`src/rtl/tri_draw_arbiter.sv`:
```
// rtl/tri_draw_arbiter.sv - round-robin arbiter feeding four requesters' triangle jobs to one draw engine.
// Optional watchdog abort compiled in with TRI_ARB_WATCHDOG_EN.
module tri_draw_arbiter #(
    parameter logic [15:0] TIMEOUT_CYCLES = 16'd4096
) (
    input  logic         clk,
    input  logic         rst_n,
    input  logic [3:0]   req,
    input  logic [191:0] req_vtx,
    input  logic [95:0]  req_color,
    input  logic [3:0]   req_fill,
    output logic [3:0]   ack,
    output logic [3:0]   err,
    output logic [1:0]   grant_id,
    output logic         busy,
    output logic         eng_start,
    output logic [47:0]  eng_vtx,
    output logic [23:0]  eng_color,
    output logic         eng_fill,
    input  logic         eng_done,
    output logic         eng_rst
);

    typedef enum logic [1:0] {
        S_IDLE   = 2'd0,
        S_LAUNCH = 2'd1,
        S_WAIT   = 2'd2,
        S_DONE   = 2'd3
    } state_t;

    state_t     state;
    logic [1:0] last_grant;
    logic [1:0] pick;

    // First requesting index after last_grant, wrapping; offset 4 maps back to last_grant itself.
    function automatic logic [1:0] rr_pick(input logic [1:0] last, input logic [3:0] r);
        logic [1:0] idx;
        rr_pick = last;
        for (int i = 4; i >= 1; i--) begin
            idx = last + 2'(i);
            if (r[idx]) rr_pick = idx;
        end
    endfunction

    assign pick = rr_pick(last_grant, req);

`ifdef TRI_ARB_WATCHDOG_EN
    logic [15:0] wd_count;
    logic        wd_rst;

    assign eng_rst = ~rst_n | wd_rst;

    always_ff @(posedge clk or negedge rst_n) begin
        if (!rst_n) begin
            state      <= S_IDLE;
            last_grant <= 2'd3;
            ack        <= '0;
            err        <= '0;
            grant_id   <= '0;
            busy       <= 1'b0;
            eng_start  <= 1'b0;
            eng_vtx    <= '0;
            eng_color  <= '0;
            eng_fill   <= 1'b0;
            wd_count   <= '0;
            wd_rst     <= 1'b0;
        end else begin
            eng_start <= 1'b0;
            ack       <= '0;
            err       <= '0;
            wd_rst    <= 1'b0;
            case (state)
                S_IDLE: begin
                    if (|req) begin
                        grant_id  <= pick;
                        eng_vtx   <= req_vtx[pick*48 +: 48];
                        eng_color <= req_color[pick*24 +: 24];
                        eng_fill  <= req_fill[pick];
                        eng_start <= 1'b1;
                        busy      <= 1'b1;
                        state     <= S_LAUNCH;
                    end
                end
                S_LAUNCH: begin
                    wd_count <= '0;
                    state    <= S_WAIT;
                end
                S_WAIT: begin
                    // A done arriving in the limit cycle still completes the job normally.
                    if (eng_done) begin
                        ack   <= 4'b0001 << grant_id;
                        state <= S_DONE;
                    end else if (wd_count == TIMEOUT_CYCLES - 16'd1) begin
                        err        <= 4'b0001 << grant_id;
                        wd_rst     <= 1'b1;
                        last_grant <= grant_id;
                        busy       <= 1'b0;
                        state      <= S_IDLE;
                    end else begin
                        wd_count <= wd_count + 16'd1;
                    end
                end
                default: begin
                    last_grant <= grant_id;
                    busy       <= 1'b0;
                    state      <= S_IDLE;
                end
            endcase
        end
    end
`else
    logic unused_timeout;

    assign unused_timeout = ^TIMEOUT_CYCLES;
    assign err            = '0;
    assign eng_rst        = ~rst_n;

    always_ff @(posedge clk or negedge rst_n) begin
        if (!rst_n) begin
            state      <= S_IDLE;
            last_grant <= 2'd3;
            ack        <= '0;
            grant_id   <= '0;
            busy       <= 1'b0;
            eng_start  <= 1'b0;
            eng_vtx    <= '0;
            eng_color  <= '0;
            eng_fill   <= 1'b0;
        end else begin
            eng_start <= 1'b0;
            ack       <= '0;
            case (state)
                S_IDLE: begin
                    if (|req) begin
                        grant_id  <= pick;
                        eng_vtx   <= req_vtx[pick*48 +: 48];
                        eng_color <= req_color[pick*24 +: 24];
                        eng_fill  <= req_fill[pick];
                        eng_start <= 1'b1;
                        busy      <= 1'b1;
                        state     <= S_LAUNCH;
                    end
                end
                S_LAUNCH: begin
                    state <= S_WAIT;
                end
                S_WAIT: begin
                    if (eng_done) begin
                        ack   <= 4'b0001 << grant_id;
                        state <= S_DONE;
                    end
                end
                default: begin
                    last_grant <= grant_id;
                    busy       <= 1'b0;
                    state      <= S_IDLE;
                end
            endcase
        end
    end
`endif

endmodule

```
`config.mk`:
```
export PLATFORM = sky130hd
export DESIGN_NAME = tri_draw_arbiter
export DESIGN_NICKNAME = d
export VERILOG_FILES = /design/src/rtl/tri_draw_arbiter.sv
export SDC_FILE = /design/constraint.sdc
export NUM_CORES = 1
export LEC_CHECK = 0
export ABC_AREA = 1
export BUFFER_PORTS_ARGS = -buffer_cell sky130_fd_sc_hd__buf_2
export CORE_MARGIN = 1
export CORE_UTILIZATION = 30
export CTS_CLUSTER_DIAMETER = 40
export DETAILED_ROUTE_END_ITERATION = 8
export PLACE_DENSITY = 0.56
export REMOVE_ABC_BUFFERS = 1
export SKIP_LAST_GASP = 1
export SYNTH_ARGS = -nofsm -noshare
export SYNTH_HDL_FRONTEND = slang
export SYNTH_SLANG_ARGS = --single-unit
```
`constraint.sdc`:
```
create_clock -name clk -period 2.3 [get_ports clk]
set_input_delay 0 -clock clk [delete_from_list [all_inputs] [get_ports clk]]
set_output_delay 0 -clock clk [all_outputs]
set_load 0.02 [all_outputs]
```
==> impl_metrics.yaml <==
run_status:
  status: "completed"
synth:
  synth_edf_count: 0
  yosysUniqueCellTypes: 23
  yosysSeqAreaShare: 0.290
  syn_inst: 1278
  ys_ff_latch: 85
  synth_common_cells: "400 x nand2_1, 366 x nand3_1, 303 x inv_1"
  yosys.area.top_type: "dfrtp_1"
  syn_area_per_cell_um2: 5.75
  synth_area_leaders: "dfrtp_1 28%, nand3_1 25%, nand2_1 20%"
  yosysMostFrequentCell: "nand2_1"
  synth_top_flop_cell: "dfrtp_1"
  async_flop_share: 1.00
  yosysWarnings: 0
  yosysTopAreaCellShare: 0.283
  mappedNetlistArea_um2: 7350
placed_design:
  place.gp.congestion: 0.839
  portBuffers: 380
  place_hpwl_mm: 19.1
  post-place-ws_ns: 0.0996
power:
  power.density_nw_per_um2: 1780
  vdd_drop_max_mv: 1.49
  p_total_mw: 17.8
  p_leak_nw: 6.69
timing:
  max_slew_margin: 0.606
  fin_crit_sh: 0.955
  worstMarginPinSlew_ns: 0.586
  final.setup_skew_ns: 0.00434
  hold_violations: 0
  fin_crit_ns: 2.20
  setup_viol_count_final: 0
  finalWorstSetupSlack_ns: 0.104
  fmax_mhz: 455
  slew_viol_final: 0
  rsz0062_at_grt: "yes"
setup_path:
  crit_buf_inv: 3
  path_max_fanout: 71
  worstPathRequired_ns: 2.53
  worst_path_max_delay_cell: "dfstp_2"
  path_class: "flop to flop"
  crit_arrival_ns: 2.43
  crit_chain: "inv_4, nand2_1, nand2_1, nand2_2, nand2_1, inv_2, nand2_4, nand2_4, buf_16, nand3_1, nand3_1, nand2_1, nand2_1, nand2_1"
  cp_top_family: "simple AND/OR/NAND/NOR gates"
  max_stage_delay_ns: 0.62
  endpoint_kind: "flop"
  start_kind: "flop"
  path_common_cell: "nand2_1"
grt:
  grt_pass1_vias: 8297
  grt_max_degree: 77
  grt_pass1_wl_mm: 41.8
  track_usage: 0.212
  overflow: 0
  antenna_found_initial: 2
floorplanning:
  fp-row-count: 56
  fp.dieH_um: 159
  core-area_um2: 23800
  ioPinCount: 385
  die_w_um: 159
  start_util: 0.309
  die_area_um2: 25100
route:
  wl_per_cell_um: 13.9
  vias_per_cell: 4.63
  dr.pass1.iters: 7
  ant_nets: 0
  routed_wl_mm: 27.0
  via_count: 8989
  drtIter0Drc: 589
  drc: 0
min_path:
  hold_path_class: "input pin to asynchronous set/reset pin"
clocking:
  clkSinkCount: 85
  clk_pin_slew_worst_paths_ns: 0.07
  clock_latency_ns: 0.34
  root_buffer: "clkbuf_16"
  cts-buffers-inserted: 9
  clk_path_buf_depth: 2
  cts_tree: "yes"
  htree_levels: 3
flow_run:
  drv_cap: 0
finish:
  drive_gt1_frac: 0.276
  layout.nets: 1920
  syn_to_final_growth_pct: 36.0
  fillers: 2638
## power breakdown
group          total, mW  internal (mW)  leakage (nW)  switching (mW)
Combinational       13.5           4.85          5.49            8.66
Clock               1.55          0.909         0.149           0.637
Sequential          2.70           2.27          1.05           0.422
Total               17.8           8.03          6.69            9.72
## registers in the layout, indices dropped and copies added, names as in the netlist
register    count
ack             4
busy            1
eng_color      24
eng_fill        1
eng_start       1
eng_vtx        48
grant_id        2
last_grant      2
state           2
## timing repair
item / in CTS / in global routing
setup buffers: 0 / 1
hold endpoints to repair: 87 / 0
endpoints found under the setup margin: 0 / 53
gates resized for setup: 0 / 2
hold buffers: 2 / 0
## metrics by stage
step	cell area (µm²)	hold slack [ns]	std cells	utilization	setup TNS (ns)
4_1_cts	9940	0.0281	1940	0.419	0
5_1_grt	9990	0.0526	1943	0.421	-0.458
2_1_floorplan	6840	-0.296	1191	-	-192.67
6_report	9990	0.0380	1943	0.421	0
3_3_place_gp	9610	-0.137	1922	0.405	0
3_5_place_dp	9610	-0.136	1922	0.405	0
## final timing paths
| kind | startpoint | endpoint | slack (ns) | cells after the start |
|---|---|---|---|---|
| min reg2reg | eng_vtx[21] | eng_vtx[21] | 0.47 | 2 |
| min in group clk | req_vtx[105] | eng_vtx[9] | 0.04 | 7 |
| min | rst_n | ack[0] | 0.04 | 2 |
| max in group asynchronous | rst_n | eng_vtx[36] | 1.58 | 3 |
| max | last_grant[0] | eng_vtx[4] | 0.10 | 14 |
| max reg2reg | last_grant[0] | eng_vtx[4] | 0.10 | 14 |
## cell type report
class	count	area, µm²	share of cell area
antenna	1	2.50	0.000250
clock buffer	12	256	0.0257
clock inverter	4	55.1	0.00551
inverter	309	1160	0.116
multi-input combinational	797	3560	0.356
sequential	85	2130	0.213
tap	319	399	0.0399
timing repair buffer	416	2420	0.243
## layout by cell type (no fill, tap or decap), drive strengths merged
cell type	netlist	layout
nor4	1	1
clkinv	0	1
nor2	1	1
nand2	407	407
a21oi	2	2
ha	3	3
clkinvlp	0	1
diode	0	1
nand3	368	368
dfrtp	83	83
dlygate4sd3	0	2
nor3	4	4
o22ai	1	1
buf	74	413
inv	309	310
clkbuf	16	13
dfstp	2	2
o21ai	5	5
bufinv	0	1
conb	1	4
a22oi	1	1
## cells by family (layout without fill, tap and decap cells)
logic type / count (synthesis) / in the layout / synth area share
AOI/OAI and AO/OA: 9 / 9 / 0.00664
adders and majority gates: 3 / 3 / 0.00511
buffers and inverters: 399 / 741 / 0.230
DFF: 85 / 85 / 0.290
other: 1 / 5 / 0.000510
and+or+nand+nor: 781 / 781 / 0.468
## worst reg2reg max path: cells and delay by family, from the launching register on
kind | cells | cell delay [ns]
buffers and inverters | 3 | 0.48
and+or+nand+nor | 11 | 1.00
DFF | 1 | 0.62
## layer usage
layer,up-vias,global-route usage,part of all wire
li1,4524,-,-
met1,4036,0.262,0.42
met2,384,0.368,0.48
met3,43,0.0370,0.072
met4,2,0.0746,0.024
met5,-,0,0.00037
No activity file was read; power rests on OpenSTA's default activity.
